### src/rtl/calc_pkg.sv
// Shared calculator datapath definitions: sequencer states and default operand width.
package calc_pkg;

  localparam int unsigned CALC_W = 3;

  typedef enum logic [1:0] {
    IDLE  = 2'd0,
    SHIFT = 2'd1,
    DONE  = 2'd2
  } state_t;

endpackage

### src/rtl/full_subtractor.sv
// One-bit full subtractor cell: d = a - b - bin, with borrow out.
module full_subtractor (
  input  logic a,
  input  logic b,
  input  logic bin,
  output logic d,
  output logic bout
);

  // Difference and borrow of a single bit position
  always_comb begin
    d    = a ^ b ^ bin;
    bout = (~a & b) | (~(a ^ b) & bin);
  end

endmodule

### src/rtl/serial_sub3.sv
// Bit-serial ripple-borrow subtractor: RESULT = A - B (two's complement, WIDTH+1 bits),
// one bit per clock through a single full_subtractor cell, start/busy/done handshake.
// Optional SERIAL_SUB3_SIGNMAG_EN adds registered NEG / MAG (sign and magnitude) outputs.
module serial_sub3 #(
  parameter int unsigned WIDTH = calc_pkg::CALC_W
) (
  input  logic             clk,
  input  logic             rst_n,
  input  logic             START,
  input  logic [WIDTH-1:0] A,
  input  logic [WIDTH-1:0] B,
  output logic             BUSY,
  output logic             DONE,
  output logic [WIDTH:0]   RESULT
`ifdef SERIAL_SUB3_SIGNMAG_EN
  ,
  output logic             NEG,
  output logic [WIDTH-1:0] MAG
`endif
);

  localparam int unsigned CNT_W = $clog2(WIDTH + 1);

  calc_pkg::state_t state_q, state_d;

  logic [WIDTH-1:0] a_q, a_d;
  logic [WIDTH-1:0] b_q, b_d;
  logic [WIDTH-2:0] diff_q, diff_d;
  logic             bor_q, bor_d;
  logic [CNT_W-1:0] cnt_q, cnt_d;
  logic [WIDTH:0]   result_d;
  logic             busy_d;
  logic             done_d;
  logic             d_c;
  logic             bout_c;
  logic [WIDTH-1:0] dbits_c;
`ifdef SERIAL_SUB3_SIGNMAG_EN
  logic             neg_d;
  logic [WIDTH-1:0] mag_d;
`endif

  // Single subtractor cell, reused every SHIFT cycle on the operand LSBs
  full_subtractor u_fs (
    .a    (a_q[0]),
    .b    (b_q[0]),
    .bin  (bor_q),
    .d    (d_c),
    .bout (bout_c)
  );

  // Complete difference bits as they stand once the current bit is included
  always_comb begin
    dbits_c = {d_c, diff_q};
  end

  // Next-state, datapath and output decode
  always_comb begin
    state_d  = state_q;
    a_d      = a_q;
    b_d      = b_q;
    diff_d   = diff_q;
    bor_d    = bor_q;
    cnt_d    = cnt_q;
    result_d = RESULT;
    busy_d   = 1'b0;
    done_d   = 1'b0;
`ifdef SERIAL_SUB3_SIGNMAG_EN
    neg_d    = NEG;
    mag_d    = MAG;
`endif
    case (state_q)
      calc_pkg::IDLE, calc_pkg::DONE: begin
        if (START) begin
          a_d     = A;
          b_d     = B;
          diff_d  = '0;
          bor_d   = 1'b0;
          cnt_d   = '0;
          busy_d  = 1'b1;
          state_d = calc_pkg::SHIFT;
        end else begin
          state_d = calc_pkg::IDLE;
        end
      end
      calc_pkg::SHIFT: begin
        a_d    = a_q >> 1;
        b_d    = b_q >> 1;
        diff_d = dbits_c[WIDTH-1:1];
        bor_d  = bout_c;
        cnt_d  = cnt_q + CNT_W'(1);
        if (cnt_q == CNT_W'(WIDTH - 1)) begin
          result_d = {bout_c, dbits_c};
          done_d   = 1'b1;
          state_d  = calc_pkg::DONE;
`ifdef SERIAL_SUB3_SIGNMAG_EN
          neg_d    = bout_c;
          mag_d    = bout_c ? WIDTH'(~dbits_c + WIDTH'(1)) : dbits_c;
`endif
        end else begin
          busy_d = 1'b1;
        end
      end
      default: begin
        state_d = calc_pkg::IDLE;
      end
    endcase
  end

  // State, datapath and registered outputs
  always_ff @(posedge clk or negedge rst_n) begin
    if (!rst_n) begin
      state_q <= calc_pkg::IDLE;
      a_q     <= '0;
      b_q     <= '0;
      diff_q  <= '0;
      bor_q   <= 1'b0;
      cnt_q   <= '0;
      RESULT  <= '0;
      BUSY    <= 1'b0;
      DONE    <= 1'b0;
`ifdef SERIAL_SUB3_SIGNMAG_EN
      NEG     <= 1'b0;
      MAG     <= '0;
`endif
    end else begin
      state_q <= state_d;
      a_q     <= a_d;
      b_q     <= b_d;
      diff_q  <= diff_d;
      bor_q   <= bor_d;
      cnt_q   <= cnt_d;
      RESULT  <= result_d;
      BUSY    <= busy_d;
      DONE    <= done_d;
`ifdef SERIAL_SUB3_SIGNMAG_EN
      NEG     <= neg_d;
      MAG     <= mag_d;
`endif
    end
  end

endmodule

### config.mk
export PLATFORM = sky130hd
export DESIGN_NAME = serial_sub3
export DESIGN_NICKNAME = d
export VERILOG_FILES = /design/src/rtl/calc_pkg.sv /design/src/rtl/full_subtractor.sv /design/src/rtl/serial_sub3.sv
export SDC_FILE = /design/constraint.sdc
export NUM_CORES = 1
export LEC_CHECK = 0
export BUFFER_PORTS_ARGS = -buffer_cell sky130_fd_sc_hd__buf_2
export CORE_MARGIN = 2
export CORE_UTILIZATION = 53
export CTS_CLUSTER_DIAMETER = 120
export CTS_CLUSTER_SIZE = 28
export DETAILED_ROUTE_END_ITERATION = 10
export GPL_ROUTABILITY_DRIVEN = 0
export HOLD_SLACK_MARGIN = 0.12
export PLACE_DENSITY = 0.76
export SKIP_CTS_REPAIR_TIMING = 1
export SLEW_MARGIN = 0
export SYNTH_ARGS = -nofsm -noshare
export SYNTH_HDL_FRONTEND = slang
export SYNTH_SLANG_ARGS = --single-unit
export TNS_END_PERCENT = 50
### constraint.sdc
create_clock -name clk -period 1.75 [get_ports clk]
set_clock_uncertainty 0.15 [all_clocks]
set_input_delay 0 -clock clk [delete_from_list [all_inputs] [get_ports clk]]
set_output_delay 0 -clock clk [all_outputs]
set_load 0.005 [all_outputs]
# Word-level counts from Yosys, hierarchy flattened
# Cells that the tools add are included.
[totals] ff_bits=19 latchBits=0 ram_bits=0 mem_bits_ro=0 output_inout_bits=6 n_memories=0
[op_classes] addsub=1 multipliers=0 div=0 n_lt_le_gt_ge=0 eq_ne=5 n_shift=0 n_mux=17 bitwise=7 reduce_logical=5
[ops] cell="2-bit case mux with 2 select lines" n=3
[ops] cell="3-bit case mux with 2 select lines" n=2
[ops] cell="1-bit two-way mux" n=6
[ops] cell="3-bit two-way mux" n=2
[ops] cell="2-bit == test (second input constant)" n=2
[ops] cell="2-bit two-way mux" n=2
[ops] cell="2-bit != test (second input constant)" n=2
[ops] cell="1-bit case mux with 2 select lines" n=2
[ops] cell="2-bit AND reduction" n=2
[ops] cell="2-bit by 1-bit adder with 2-bit output (second input constant)" n=1
[ops] cell="1-bit bitwise AND" n=2
[ops] cell="2-bit by 1-bit == test with 1-bit output (second input constant)" n=1
[ops] cell="2-bit zero test" n=1
[ops] cell="1-bit NOT" n=2
[ops] cell="2-bit nonzero test" n=1
[ops] cell="2-bit OR reduction" n=1
[ops] cell="1-bit bitwise XOR" n=2
[ops] cell="1-bit bitwise OR" n=1

# Longest topological paths before layout
# Gate-level depths: netlist (run 1).
[depth] word_depth=5 mapped_depth=5 ltp_nobuf=5

# Hierarchy
# Synthesis (run 1) repeated with hierarchy kept, for this count alone.
[unflattened] hier_cells=71 area_unflattened_um2=944.7
[modules_own_cells] module="serial_sub3" n_inst=1 cells_each=67 area_each_um2=913.4 seq_area_each_um2=475.5
[modules_own_cells] module="full_subtractor" n_inst=1 cells_each=4 area_each_um2=31.3 seq_area_each_um2=0.0

# Worst setup path after synthesis (run 1)
# Ideal clock, no wire load.
[synth_path] path_kind="register to register" from="reg b_q[0]" to="reg RESULT[2]" arrival_ns=1.118 required_time_ns=1.475 slack_ns=0.357 stages_incl_launch_ff=4 path_buffers=0 cell_sequence="dfrtp_1 -> inv_1 -> fa_1 -> mux2_2"
[synth_between] elab_chain_len=2
[synth_rtl] element="start: declaration" line="serial_sub3.sv:27" rtl="logic [WIDTH-1:0] b_q, b_d;"
[synth_rtl] element="start signal: assignment" line="serial_sub3.sv:114" rtl="b_q <= '0;"
[synth_rtl] element="start signal: assignment" line="serial_sub3.sv:128" rtl="b_q <= b_d;"
[synth_rtl] element="1-bit bitwise XOR (2 in series)" line="full_subtractor.sv:12" rtl="d = a ^ b ^ bin;"
[synth_rtl] element="via d_c" line="serial_sub3.sv:34" rtl="logic d_c;"
[synth_rtl] element="end signal: assignment" line="serial_sub3.sv:132" rtl="RESULT <= result_d;"
[synth_rtl] element="end: declaration" line="serial_sub3.sv:14" rtl="output logic [WIDTH:0] RESULT"
# The timed path passes the listed nets, and every way through them passes these cells.
# A chain may end at the register's enable or synchronous reset.

==> results of run 1 <==
==> through the flow <==
step / hold WS (ns) / cell area, um2 / instances / utilization [%]
global route: 0.328 / 1080 / 115 / 70.7
global placement: -0.195 / 951 / 101 / 62.4
CTS: -0.524 / 977 / 105 / 64.1
finish: 0.313 / 1080 / 115 / 70.7
detailed placement: -0.189 / 951 / 101 / 62.4
floorplan: -0.446 / 877 / 73 / -
==> cells in the final DEF, fill, tap and decap left out <==
cell type	n
a211oi_1	3
a21oi_1	3
a22o_1	5
buf_2	14
buf_4	2
clkbuf_1	1
clkbuf_4	3
dfrtp_1	19
dlygate4sd3_1	10
fa_1	1
ha_1	1
inv_1	5
mux2_2	3
mux2_4	1
mux2i_1	5
nand2_1	2
nand2b_1	2
nand3_1	2
nand3b_4	1
nor2_1	3
nor2b_1	3
nor2b_2	2
nor3_1	1
o21ai_0	6
o22ai_1	1
==> kinds of logic (layout without fill, tap and decap cells) <==
group / Yosys count / in the layout / share of synthesized area (%)
AOI/OAI and AO/OA: 18 / 18 / 13.4
muxes: 9 / 9 / 11.3
and+or+nand+nor: 16 / 16 / 11.7
DFF: 19 / 19 / 54.2
adders and majority gates: 2 / 2 / 3.71
buffers and inverters: 9 / 35 / 5.71
==> layout make-up <==
class,instances,area (um2),area share [%]
tap,16,20.0,1.86
inverter,5,18.8,1.74
sequential,19,475,44.1
timing repair buffer,26,185,17.2
clock buffer,4,26.3,2.44
multi-input combinational,45,352,32.6
==> layer usage <==
metal  up-vias  routed length, um  global-route usage, %
met5         -                  0                      0
met4         0                 48                   14.5
met3         5                 50                   3.67
met2        10                712                   29.6
met1       272                748                   26.7
li1        313                  -                      -
==> tightest hold or removal path, stage by stage <==
cell and delay [ns]:
dlygate4sd3_1 0.52, buf_2 0.09, a22o_1 0.12
==> sequential cells by signal, indices dropped and copies added, names as in the netlist <==
register  flops
BUSY          1
DONE          1
RESULT        4
a_q           3
b_q           3
bor_q         1
cnt_q         2
diff_q        2
state_q       2
==> path summary, 6_finish.rpt <==
check	startpoint	endpoint	cells past startpoint
max	rst_n	RESULT[1]	3
min	B[2]	b_q[2]	3
max reg2reg	bor_q	RESULT[2]	3
min reg2reg	RESULT[1]	RESULT[1]	1
max in group clk	START	a_q[2]	5
min in group asynchronous	rst_n	b_q[1]	3
==> power by group <==
group / leakage [nW] / internal, mW / switching, mW
clock: 0.0150 / 0.0890 / 0.140
sequential: 0.238 / 0.635 / 0.161
combinational: 0.277 / 0.395 / 0.326
total: 0.530 / 1.12 / 0.627
==> impl_metrics.json, run 1 <==
{
  "drive_above_1_share_pct": 26.3,
  "grt_max_degree": 20,
  "nets": 111,
  "clkSinkCount": 19,
  "dieArea_mm2": 0.00200,
  "critPathMaxFanout": 19,
  "synth_nets": 84,
  "synth_edf_count": 0,
  "die_x_um": 44.7,
  "cts_tree": "done",
  "place_ws_ns": 0.305,
  "worst_pin_slew_ns": 0.824,
  "finalHoldViolCount": 0,
  "slew_headroom_pct": 44.9,
  "io_buffers": 14,
  "path_common_cell": "dlygate4sd3_1",
  "grtUsageTotal_pct": 20.2,
  "layout_setup_ws_ns": 0.245,
  "fp.dieH_um": 44.7,
  "hpwl_um": 1080,
  "coreArea_mm2": 0.00152,
  "slowest_stage": "dlygate4sd3_1",
  "clk-insertion-delay-late_ns": 0.31,
  "final-setup-viol-count": 0,
  "drc_errors": 0,
  "fillerInstances": 111,
  "num_antenna_cells": 0,
  "finalCritPeriodShare_pct": 86.0,
  "cp_data_arrival_time_ns": 1.70,
  "hold_path.class": "input port to flip-flop",
  "synthCells": 73,
  "cts_buffers": 3,
  "synth-main-ff-cell": "dfrtp_1",
  "firstDrtPassIters": 4,
  "crit_path_end_kind": "asynchronous set/reset pin",
  "cts.htree.levels": 1,
  "critical-path-max-stage-delay_ns": 1.09,
  "synth_area_leader_cell": "dfrtp_1",
  "ios": 15,
  "worstPathRequired_ns": 1.95,
  "yosys_register_bits": 19,
  "peakVddDrop_v": 0.000944,
  "vias": 600,
  "postSynth.asyncResetShare_pct": 100,
  "fin_tns_setup_ns": 0,
  "postRouteAntennaNets": 0,
  "avgSynthCellArea_um2": 12.0,
  "grt_pass1_vias": 587,
  "routed_via_density": 5.22,
  "path_delay_family": "buffers and inverters",
  "power_leakage_nw": 0.530,
  "ys_warn_count": 0,
  "power_mw": 1.75,
  "worst-path-buf-inv": 3,
  "drt_wl_total_um": 1560,
  "first_iter_violations": 7,
  "cellPowerDensity_mw_per_mm2": 1620,
  "synth.top_cell.area_share_pct": 54.2,
  "yosysUniqueCellTypes": 23,
  "synth_area_leaders": "dfrtp_1, mux2i_1, a22o_1",
  "fmax_ghz": 0.665,
  "drv_cap": 0,
  "rsz0062_at_grt": "no",
  "grt_first_pass_wirelength_um": 2770,
  "crit_chain": "dlygate4sd3_1, buf_2, dlygate4sd3_1",
  "synth-seq-area-share_pct": 54.2,
  "wire_per_inst_um": 13.6,
  "rows": 14,
  "drv_slew": 0,
  "netlist_area_um2": 877,
  "antenna_found_initial": 0,
  "cts_buffer_depth": 2,
  "path_class": "input port to asynchronous set/reset pin",
  "r2r_slack_ns": 0.30,
  "synth_most_common_cell": "dfrtp_1",
  "outcome": "finished clean",
  "root_buffer": "clkbuf_4",
  "min_period_ns": 1.50,
  "start_util_pct": 57.6,
  "critical_path.startpoint_type": "input port",
  "synth_top_cells_by_count": "dfrtp_1, o21ai_0, a22o_1, inv_1, mux2i_1",
  "path_clk_slew_ns": 0.10,
  "gr-total-overflow": 0,
  "areaGrowthSynthToFinish_pct": 22.8
}
No activity file was read; power rests on OpenSTA's default activity.
==> run 2: changes to the inputs <==
--- a/config.mk
+++ b/config.mk
@@ -14,6 +14,7 @@
 export GPL_ROUTABILITY_DRIVEN = 0
 export HOLD_SLACK_MARGIN = 0.12
 export PLACE_DENSITY = 0.76
+export RECOVER_POWER = 100
 export SKIP_CTS_REPAIR_TIMING = 1
 export SLEW_MARGIN = 0
 export SYNTH_ARGS = -nofsm -noshare
==> impl_metrics.json, run 2 (synthesis results as in run 1) <==
{
  "ios": 15,
  "placed_area_um2": 951,
  "worst-path-buf-inv": 3,
  "postRouteAntennaNets": 0,
  "fillerInstances": 118,
  "layout_common_cells": "dfrtp_1, buf_2, dlygate4sd3_1",
  "path_common_cell": "dlygate4sd3_1",
  "design_area_mm2": 0.00105,
  "worstPathRequired_ns": 1.79,
  "worst_pin_slew_ns": 0.824,
  "cts_buffers": 3,
  "rows": 14,
  "die_x_um": 44.7,
  "path_class": "input port to flip-flop",
  "slowest_stage": "dlygate4sd3_1",
  "final_cells": 115,
  "layout_setup_ws_ns": 0.235,
  "critical-path-max-stage-delay_ns": 0.56,
  "io_buffers": 14,
  "vias": 607,
  "start_util_pct": 57.6,
  "dieArea_mm2": 0.00200,
  "dp.cells": 101,
  "finalHoldViolCount": 0,
  "fmax_ghz": 0.660,
  "nets": 111,
  "critPathMaxFanout": 10,
  "routed_via_density": 5.28,
  "root_buffer": "clkbuf_4",
  "wire_per_inst_um": 13.8,
  "outcome": "finished clean",
  "fin_tns_setup_ns": 0,
  "antenna_found_initial": 0,
  "path_clk_slew_ns": 0.11,
  "areaGrowthSynthToFinish_pct": 20.1,
  "reg_top3": "RESULT (4), a_q (3), b_q (3)",
  "crit_path_end_kind": "flip-flop",
  "drive_above_1_share_pct": 21.2,
  "cp_data_arrival_time_ns": 1.56,
  "clkSinkCount": 19,
  "critical_path.startpoint_type": "input port",
  "fp.dieH_um": 44.7,
  "crit_chain": "dlygate4sd3_1, clkbuf_2, mux2i_1, dlygate4sd3_1, o21ai_0",
  "peakVddDrop_v": 0.000930,
  "grt_max_degree": 20,
  "largest_reg_flops": 4,
  "final-setup-viol-count": 0,
  "first_iter_violations": 9,
  "slew_headroom_pct": 44.9,
  "gr-total-overflow": 0,
  "path_delay_family": "buffers and inverters",
  "drv_cap": 0,
  "grtUsageTotal_pct": 20.2,
  "cts_buffer_depth": 2,
  "grt_pass1_vias": 587,
  "min_period_ns": 1.51,
  "drt_wl_total_um": 1580,
  "drc_errors": 0,
  "hold_path.class": "input port to flip-flop",
  "place_ws_ns": 0.305,
  "clk-insertion-delay-late_ns": 0.31,
  "grt_first_pass_wirelength_um": 2770,
  "layout_commonest_cell": "dfrtp_1",
  "rsz0062_at_grt": "no",
  "finalCritPeriodShare_pct": 86.5,
  "num_antenna_cells": 0,
  "power_leakage_nw": 0.502,
  "coreArea_mm2": 0.00152,
  "cellPowerDensity_mw_per_mm2": 1620,
  "firstDrtPassIters": 4,
  "largest_register": "RESULT",
  "cts.htree.levels": 1,
  "drv_slew": 0,
  "hpwl_um": 1080,
  "cts_tree": "done"
}
## run 2: cell count changes in the layout (fill, tap and decap cells not counted)
| cell | before | now |
|---|---|---|
| nand3b_4 | 1 | 0 |
| buf_4 | 2 | 0 |
| nor2b_1 | 3 | 4 |
| clkbuf_2 | 0 | 1 |
| nand3b_1 | 0 | 1 |
| clkbuf_1 | 1 | 4 |
| buf_2 | 14 | 12 |
| nor2b_2 | 2 | 1 |
## run 2: tightest hold or removal path: stages
cell,delay [ns]
dlygate4sd3_1,0.52
buf_2,0.09
a22o_1,0.12
## run 2: cell type report
| class | instances | area (um2) | area share (%) |
|---|---|---|---|
| Tap cell | 16 | 20.0 | 1.90 |
| Multi-Input combinational cell | 45 | 337 | 31.9 |
| Sequential cell | 19 | 475 | 45.1 |
| Timing Repair Buffer | 26 | 176 | 16.7 |
| Clock buffer | 4 | 26.3 | 2.49 |
| Inverter | 5 | 18.8 | 1.78 |
## run 2: routing by layer
metal  up-vias  wire length [um]  track usage, %
met4         0                48            14.5
met3         5                50            3.67
met5         -                 0               0
met1       278               764            26.7
li1        312                 -               -
met2        12               717            29.6
## run 2: worst paths after layout
path / start / end / slack [ns] / cells past startpoint
max in group asynchronous: rst_n / RESULT[1] / 0.25 / 3
worst max-delay path: START / a_q[2] / 0.24 / 5
min in group asynchronous: rst_n / b_q[1] / 0.69 / 3
worst min-delay path: B[2] / b_q[2] / 0.31 / 3
worst min register to register: RESULT[1] / RESULT[1] / 0.36 / 1
worst max register to register: cnt_q[0] / RESULT[1] / 0.24 / 4
## run 2: stage by stage
step                      util (%)  total power, mW  hold WS [ns]
after floorplan                  -             1.32        -0.446
after global placement        62.4             1.47        -0.195
after detailed placement      62.4             1.51        -0.189
after CTS                     64.1             1.74        -0.524
after global routing          69.1             1.86         0.328
final                         69.1             1.70         0.311
## run 2: where the power goes
| part | switching, mW | internal, mW |
|---|---|---|
| registers | 0.157 | 0.635 |
| logic | 0.320 | 0.361 |
| clock network | 0.141 | 0.0891 |
| total | 0.618 | 1.09 |
